[src/rtl/alu_muldiv_seq.sv]
// Sequencer that runs 8x8 unsigned multiply and 8/8 unsigned restoring divide
// on the shared 8-bit ALU, one shift-and-add/subtract step per CALC cycle.
module alu_muldiv_seq (
    input  logic        clk,
    input  logic        reset,
    input  logic        start,
    input  logic        mode,
    input  logic [7:0]  op_a,
    input  logic [7:0]  op_b,
    output logic [7:0]  alu_a,
    output logic [7:0]  alu_b,
    output logic [2:0]  alu_op,
    input  logic [7:0]  alu_y,
    input  logic        alu_c,
    output logic        busy,
    output logic        done,
    output logic [15:0] result,
    output logic        div0
);

    localparam logic [2:0] OP_ADD = 3'b000;
    localparam logic [2:0] OP_SUB = 3'b001;

    typedef enum logic [1:0] {
        ST_IDLE = 2'd0,
        ST_CALC = 2'd1,
        ST_DONE = 2'd2
    } state_t;

    state_t      state_q, state_d;
    logic        mode_q, mode_d;
    logic [7:0]  acc_q, acc_d;     // MUL: high product byte; DIV: remainder
    logic [7:0]  mq_q, mq_d;       // MUL: multiplier/low byte; DIV: quotient
    logic [7:0]  md_q, md_d;       // MUL: multiplicand; DIV: divisor
    logic [2:0]  cnt_q, cnt_d;
    logic [15:0] result_q, result_d;
    logic        div0_q, div0_d;
    logic [7:0]  div_s;

    // Partial remainder shifted left with the next dividend bit; its lost MSB is acc_q[7].
    assign div_s = {acc_q[6:0], mq_q[7]};

    always_comb begin
        state_d  = state_q;
        mode_d   = mode_q;
        acc_d    = acc_q;
        mq_d     = mq_q;
        md_d     = md_q;
        cnt_d    = cnt_q;
        result_d = result_q;
        div0_d   = div0_q;
        alu_a    = 8'h00;
        alu_b    = 8'h00;
        alu_op   = OP_ADD;

        case (state_q)
            ST_IDLE: begin
                if (start) begin
                    state_d = ST_CALC;
                    mode_d  = mode;
                    acc_d   = 8'h00;
                    mq_d    = mode ? op_a : op_b;
                    md_d    = mode ? op_b : op_a;
                    div0_d  = mode & (op_b == 8'h00);
                    cnt_d   = 3'd0;
                end
            end
            ST_CALC: begin
                if (!mode_q) begin
                    alu_a  = acc_q;
                    alu_b  = md_q;
                    alu_op = OP_ADD;
                    if (mq_q[0]) begin
                        {acc_d, mq_d} = {alu_c, alu_y, mq_q[7:1]};
                    end else begin
                        {acc_d, mq_d} = {1'b0, acc_q, mq_q[7:1]};
                    end
                end else begin
                    alu_a  = div_s;
                    alu_b  = md_q;
                    alu_op = OP_SUB;
                    // A set shifted-out MSB means the 9-bit remainder exceeds any divisor,
                    // and the 8-bit wrapped difference is then the exact remainder.
                    if (acc_q[7] || alu_c) begin
                        acc_d = alu_y;
                        mq_d  = {mq_q[6:0], 1'b1};
                    end else begin
                        acc_d = div_s;
                        mq_d  = {mq_q[6:0], 1'b0};
                    end
                end
                cnt_d = cnt_q + 3'd1;
                if (cnt_q == 3'd7) begin
                    state_d  = ST_DONE;
                    result_d = {acc_d, mq_d};
                end
            end
            ST_DONE: begin
                state_d = ST_IDLE;
            end
            default: begin
                state_d = ST_IDLE;
            end
        endcase
    end

    always_ff @(posedge clk or posedge reset) begin
        if (reset) begin
            state_q  <= ST_IDLE;
            mode_q   <= 1'b0;
            acc_q    <= 8'h00;
            mq_q     <= 8'h00;
            md_q     <= 8'h00;
            cnt_q    <= 3'd0;
            result_q <= 16'h0000;
            div0_q   <= 1'b0;
        end else begin
            state_q  <= state_d;
            mode_q   <= mode_d;
            acc_q    <= acc_d;
            mq_q     <= mq_d;
            md_q     <= md_d;
            cnt_q    <= cnt_d;
            result_q <= result_d;
            div0_q   <= div0_d;
        end
    end

    assign busy   = (state_q == ST_CALC);
    assign done   = (state_q == ST_DONE);
    assign result = result_q;
    assign div0   = div0_q;

endmodule

[config.mk]
export PLATFORM = sky130hd
export DESIGN_NAME = alu_muldiv_seq
export DESIGN_NICKNAME = d
export VERILOG_FILES = /design/src/rtl/alu_muldiv_seq.sv
export SDC_FILE = /design/constraint.sdc
export NUM_CORES = 1
export LEC_CHECK = 0
export ABC_AREA = 0
export ABC_CLOCK_PERIOD_IN_PS = 1490
export CAP_MARGIN = 25
export CELL_PAD_IN_SITES_DETAIL_PLACEMENT = 1
export CELL_PAD_IN_SITES_GLOBAL_PLACEMENT = 2
export CORE_UTILIZATION = 27
export CTS_CLUSTER_DIAMETER = 80
export DETAILED_ROUTE_END_ITERATION = 7
export PLACE_DENSITY_LB_ADDON = 0.3
export REMOVE_ABC_BUFFERS = 1
export SLEW_MARGIN = 25
export SYNTH_ARGS = -nofsm -noshare
export SYNTH_HDL_FRONTEND = slang
export SYNTH_SLANG_ARGS = --single-unit
[constraint.sdc]
create_clock -name clk -period 1.49 [get_ports clk]
set_input_delay 0.298 -clock clk [delete_from_list [all_inputs] [get_ports clk]]
set_output_delay 0.298 -clock clk [all_outputs]
set_load 0.02 [all_outputs]
# Yosys cells after proc, flatten, opt, wreduce, memory -nomap -nowiden
# Index checks and enable logic that the tools add are counted.
# op_classes
muxes,22
n_eq_ne,5
n_reduce_logical,8
n_bitwise,1
addsub,1
# op_table
cell,n
8-bit 2-to-1 mux,12
8-bit case mux with 2 select lines,2
8-bit logical NOT,1
2-bit AND reduction,4
3-bit case mux with 2 select lines,1
2-bit 2-to-1 mux,2
2-bit case mux with 2 select lines,1
3-bit by 1-bit adder with 3-bit output (second input constant),1
3-bit == test (second input constant),1
1-bit 2-to-1 mux,3
3-bit 2-to-1 mux,1
2-bit by 1-bit == test with 1-bit output (second input constant),1
2-bit == test (second input constant),1
2-bit logical NOT,1
2-bit by 1-bit inequality test with 1-bit output (second input constant),1
2-bit inequality test (second input constant),1
2-bit nonzero test,1
1-bit AND,1
1-bit logical OR,1
# totals
output_inout_bits,38
elab_cells,45
in_bits,29
register_bits,47

# Logic depth before layout (Yosys ltp)
# Gate-level depths: netlist of the first run.
# depth
depth_word,4
depth_mapped,6
mapped_depth_nobuf,5

# Worst setup path after synthesis of the first run
# Ideal clock, no wire load.
# synth_timing
path_kind,register -> output
from,register state_q[1]
to,output alu_b[0]
n_path_buf,2
path_stages_with_launch,6
t_required_ps,1192
t_arrival_ps,1284
slack_ps,-92
cell_sequence,dfrtp_1 -> nand2b_1 -> buf_2 -> inv_2 -> buf_2 -> and2_1
# synth_via
elab_chain_cells,2
# synth_lines
item,line,rtl
start: declaration,30,"state_t state_q, state_d;"
start signal: assignment,118,state_q <= state_d;
2-bit by 1-bit == test with 1-bit output,-,
net busy,15,"output logic busy,"
8-bit 2-to-1 mux,56,case (state_q)
end: declaration,11,"output logic [7:0] alu_b,"
# The timed path passes the listed nets, and every way through them passes these cells.

# Final worst setup path of the first run
# layout_timing
from,register state_q[0]
to,output alu_b[5]
# layout_via
elab_chain_cells,2
# layout_lines
item,line
2-bit by 1-bit == test with 1-bit output,56
8-bit 2-to-1 mux,56
# No other way between the ends.

==> impl_metrics.toml, run 1 <==
[outcome]
status = "finished with violations"
violations = "setup timing"

[synthesis]
postSynthAreaPerCell_um2 = 10.0
synth_edf_count = 0
synth_cell_types = 38
yosysTopAreaCell = "dfrtp_1"
ys_async_sr_fraction = 1.00
synth-seq-cells = 47
synthTopCellsByArea = "dfrtp_1 43%, mux2i_1 12%, nand2_1 5.0%"
synth_top_family_by_area = "compound AO/OA/AOI/OAI gates"
syn_area_um2 = 2720
ys_warn_count = 0
netlist.area_leader.share = 0.432
synthMuxAreaShare = 0.146
synth_adder_area_share = 0.00919
syn-instance-count = 272
seq_area_frac_synth = 0.432
synthFlopType = "dfrtp_1"
synth_xor_area_frac = 0
yosys.area_share.simple = 0.162
synth_compound_area_frac = 0.177

[routing]
first_iter_violations = 68
post_drt_via_cell_ratio = 4.73
drtAntennaViolNets = 0
wl_um = 8080
vias = 2371
dr.pass1.iters = 4
wl_per_cell_um = 16.1
drc_errors = 0

[die]
floorplan.initialDensity = 0.279
io_pins = 67
fp.coreArea_um2 = 9770
die_x_um = 102
die_h_um = 102
dieArea_um2 = 10500
rows = 36

[timing]
rsz0062_at_grt = "yes"
finalHoldViolCount = 0
min_period_over_period = 1.09
slew_violations = 0
finalSetupViolCount = 20
clock-skew-final_ps = 8.70
final.min_clock_period_ps = 1630
max_clock_freq_mhz = 614
setup_slack_ps = -138

[pwr]
leakagePower_nw = 1.87
power_density_nw_per_um2 = 2180
vdd_ir_drop_max_mv = 0.740

[global_route]
grt_pass1_vias = 2514
grt_pass1_wl_um = 12700
antenna_found_initial = 0
grt_use_total = 0.158
grt_overflow = 0
grt_max_degree = 48

[clock_tree]
cts_hold_buf = 0
root_buffer = "clkbuf_8"
clk_latency_ps = 300
cts-htree-levels = 2
cts_buffer_depth = 2
cts_tree = "built"
clock-sinks = 47
path_clk_slew_ps = 90
cts_made_buffers = 5

[critical_path]
critPathKind = "reg2out"
start_kind = "register"
crit_required_ps = 1190
cp.arrival_ps = 1330
cp-end-kind = "primary output"
worst-path-max-fanout = 6

[layout]
ff_latch_area_um2 = 1180
final_common_cell = "dfrtp_1"
antenna_cells = 0
fill_cells = 1112
syn_to_final_growth_pct = 52.5
layout.nets = 399
drive_gt1_frac = 0.367
final_area_um2 = 4150
final_cell_mix = "47 x dfrtp_1, 45 x buf_4, 35 x nand2_1, 32 x mux2i_1, 27 x clkdlybuf4s50_1"
fin_cells = 501
multi_input_area_um2 = 1560

[place]
dp.cells = 485
dp_worst_setup_slack_ps = -351
placed_area_um2 = 3740
port_buffers = 64
hpwl_um = 5570
place.gp.congestion = 0.754

[worst_hold_path]
hold_path.class = "in2async"

[run]
cap_violations = 0
worst max-delay path, stage by stage, from the launching register on:
cell and delay, ps:
dfrtp_1 420, nand2b_4 140, clkinvlp_4 180, and2_4 180
buf_6 120
where the power goes:
group	switching, W	internal (W)
clock	0.000442	0.000493
sequential	0.000459	0.00190
combinational	0.00303	0.00274
total	0.00393	0.00513
state kept, by name, summed over array words and instances, names as in the netlist:
register and count:
md_q 8, acc_q 8, state_q 2, mq_q 8, div0 1, cnt_q 3
result 16, mode_q 1
path summary, 6_finish.rpt:
path / to / start / cells after the start / slack (ps)
min in group clk: result[3]$_DFFE_PP0P_ / result[3]$_DFFE_PP0P_ / 2 / 490
worst max register to register: mq_q[4]$_DFFE_PP0P_ / state_q[0]$_DFFE_PP0P_ / 6 / 0
worst max-delay path: alu_b[5] / state_q[0]$_DFFE_PP0P_ / 4 / -140
max in group asynchronous: mq_q[1]$_DFFE_PP0P_ / reset / 3 / 900
worst min register to register: result[3]$_DFFE_PP0P_ / result[3]$_DFFE_PP0P_ / 2 / 490
worst min-delay path: result[13]$_DFFE_PP0P_ / reset / 3 / 360
layout make-up:
cell class	count	share of cell area
clock inverters	1	0.00723
flip-flops and latches	47	0.283
repair inverters	1	0.00181
repair buffers	112	0.264
well taps	133	0.0401
inverters	10	0.0120
multi-input cells	191	0.375
clock buffers	6	0.0175
timing repair:
action	4_1_cts	5_1_grt
pin swaps	10	5
buffers inserted	2	5
endpoints found under the setup margin	37	42
gates resized for setup	139	39
cloned	1	1
synth_stat cells (3+ instances only):
cell type / instances
a211oi_1: 7
a31oi_1: 3
and2_1: 9
buf_2: 12
buf_4: 3
buf_6: 3
clkbuf_1: 5
dfrtp_1: 47
inv_1: 9
mux2_2: 5
mux2i_1: 34
nand2_1: 36
nand3_2: 7
nor2_1: 10
nor2b_1: 8
o21ai_0: 18
o21ai_2: 9
o311a_1: 7
o31ai_1: 14
cell families after synthesis:
group           count (synthesis)
buf+inv                        35
mux                            39
other cells                     1
compound gates                 66
flops                          47
fa+ha+maj                       2
simple gates                   82
through the flow:
step / TNS [ps] / power [W] / util / hold slack [ps]
2_1_floorplan: -19020 / 0.00503 / - / 403
3_3_place_gp: -11340 / 0.00733 / 0.382 / 456
3_5_place_dp: -12710 / 0.00745 / 0.382 / 459
4_1_cts: -2160 / 0.00853 / 0.397 / 372
5_1_grt: -3770 / 0.00974 / 0.425 / 405
6_report: -2170 / 0.00907 / 0.425 / 356
per-layer routing:
metal | up-vias | track usage | wire, µm
met4 | 0 | 0.0330 | 59
met5 | - | 0 | 0
li1 | 1158 | - | -
met2 | 27 | 0.281 | 4140
met3 | 5 | 0.0205 | 119
met1 | 1181 | 0.205 | 3750
No activity file was read; power rests on OpenSTA's default activity.
==> run 2: changes to the inputs <==
--- a/config.mk
+++ b/config.mk
@@ -5,13 +5,13 @@
 export SDC_FILE = /design/constraint.sdc
 export NUM_CORES = 1
 export LEC_CHECK = 0
-export ABC_AREA = 0
 export ABC_CLOCK_PERIOD_IN_PS = 1490
 export CAP_MARGIN = 25
 export CELL_PAD_IN_SITES_DETAIL_PLACEMENT = 1
 export CELL_PAD_IN_SITES_GLOBAL_PLACEMENT = 2
 export CORE_UTILIZATION = 27
 export CTS_CLUSTER_DIAMETER = 80
+export CTS_CLUSTER_SIZE = 12
 export DETAILED_ROUTE_END_ITERATION = 7
 export PLACE_DENSITY_LB_ADDON = 0.3
 export REMOVE_ABC_BUFFERS = 1
==> results of run 2 <==
Final layout, timing and power as in run 1 (identical DEF).
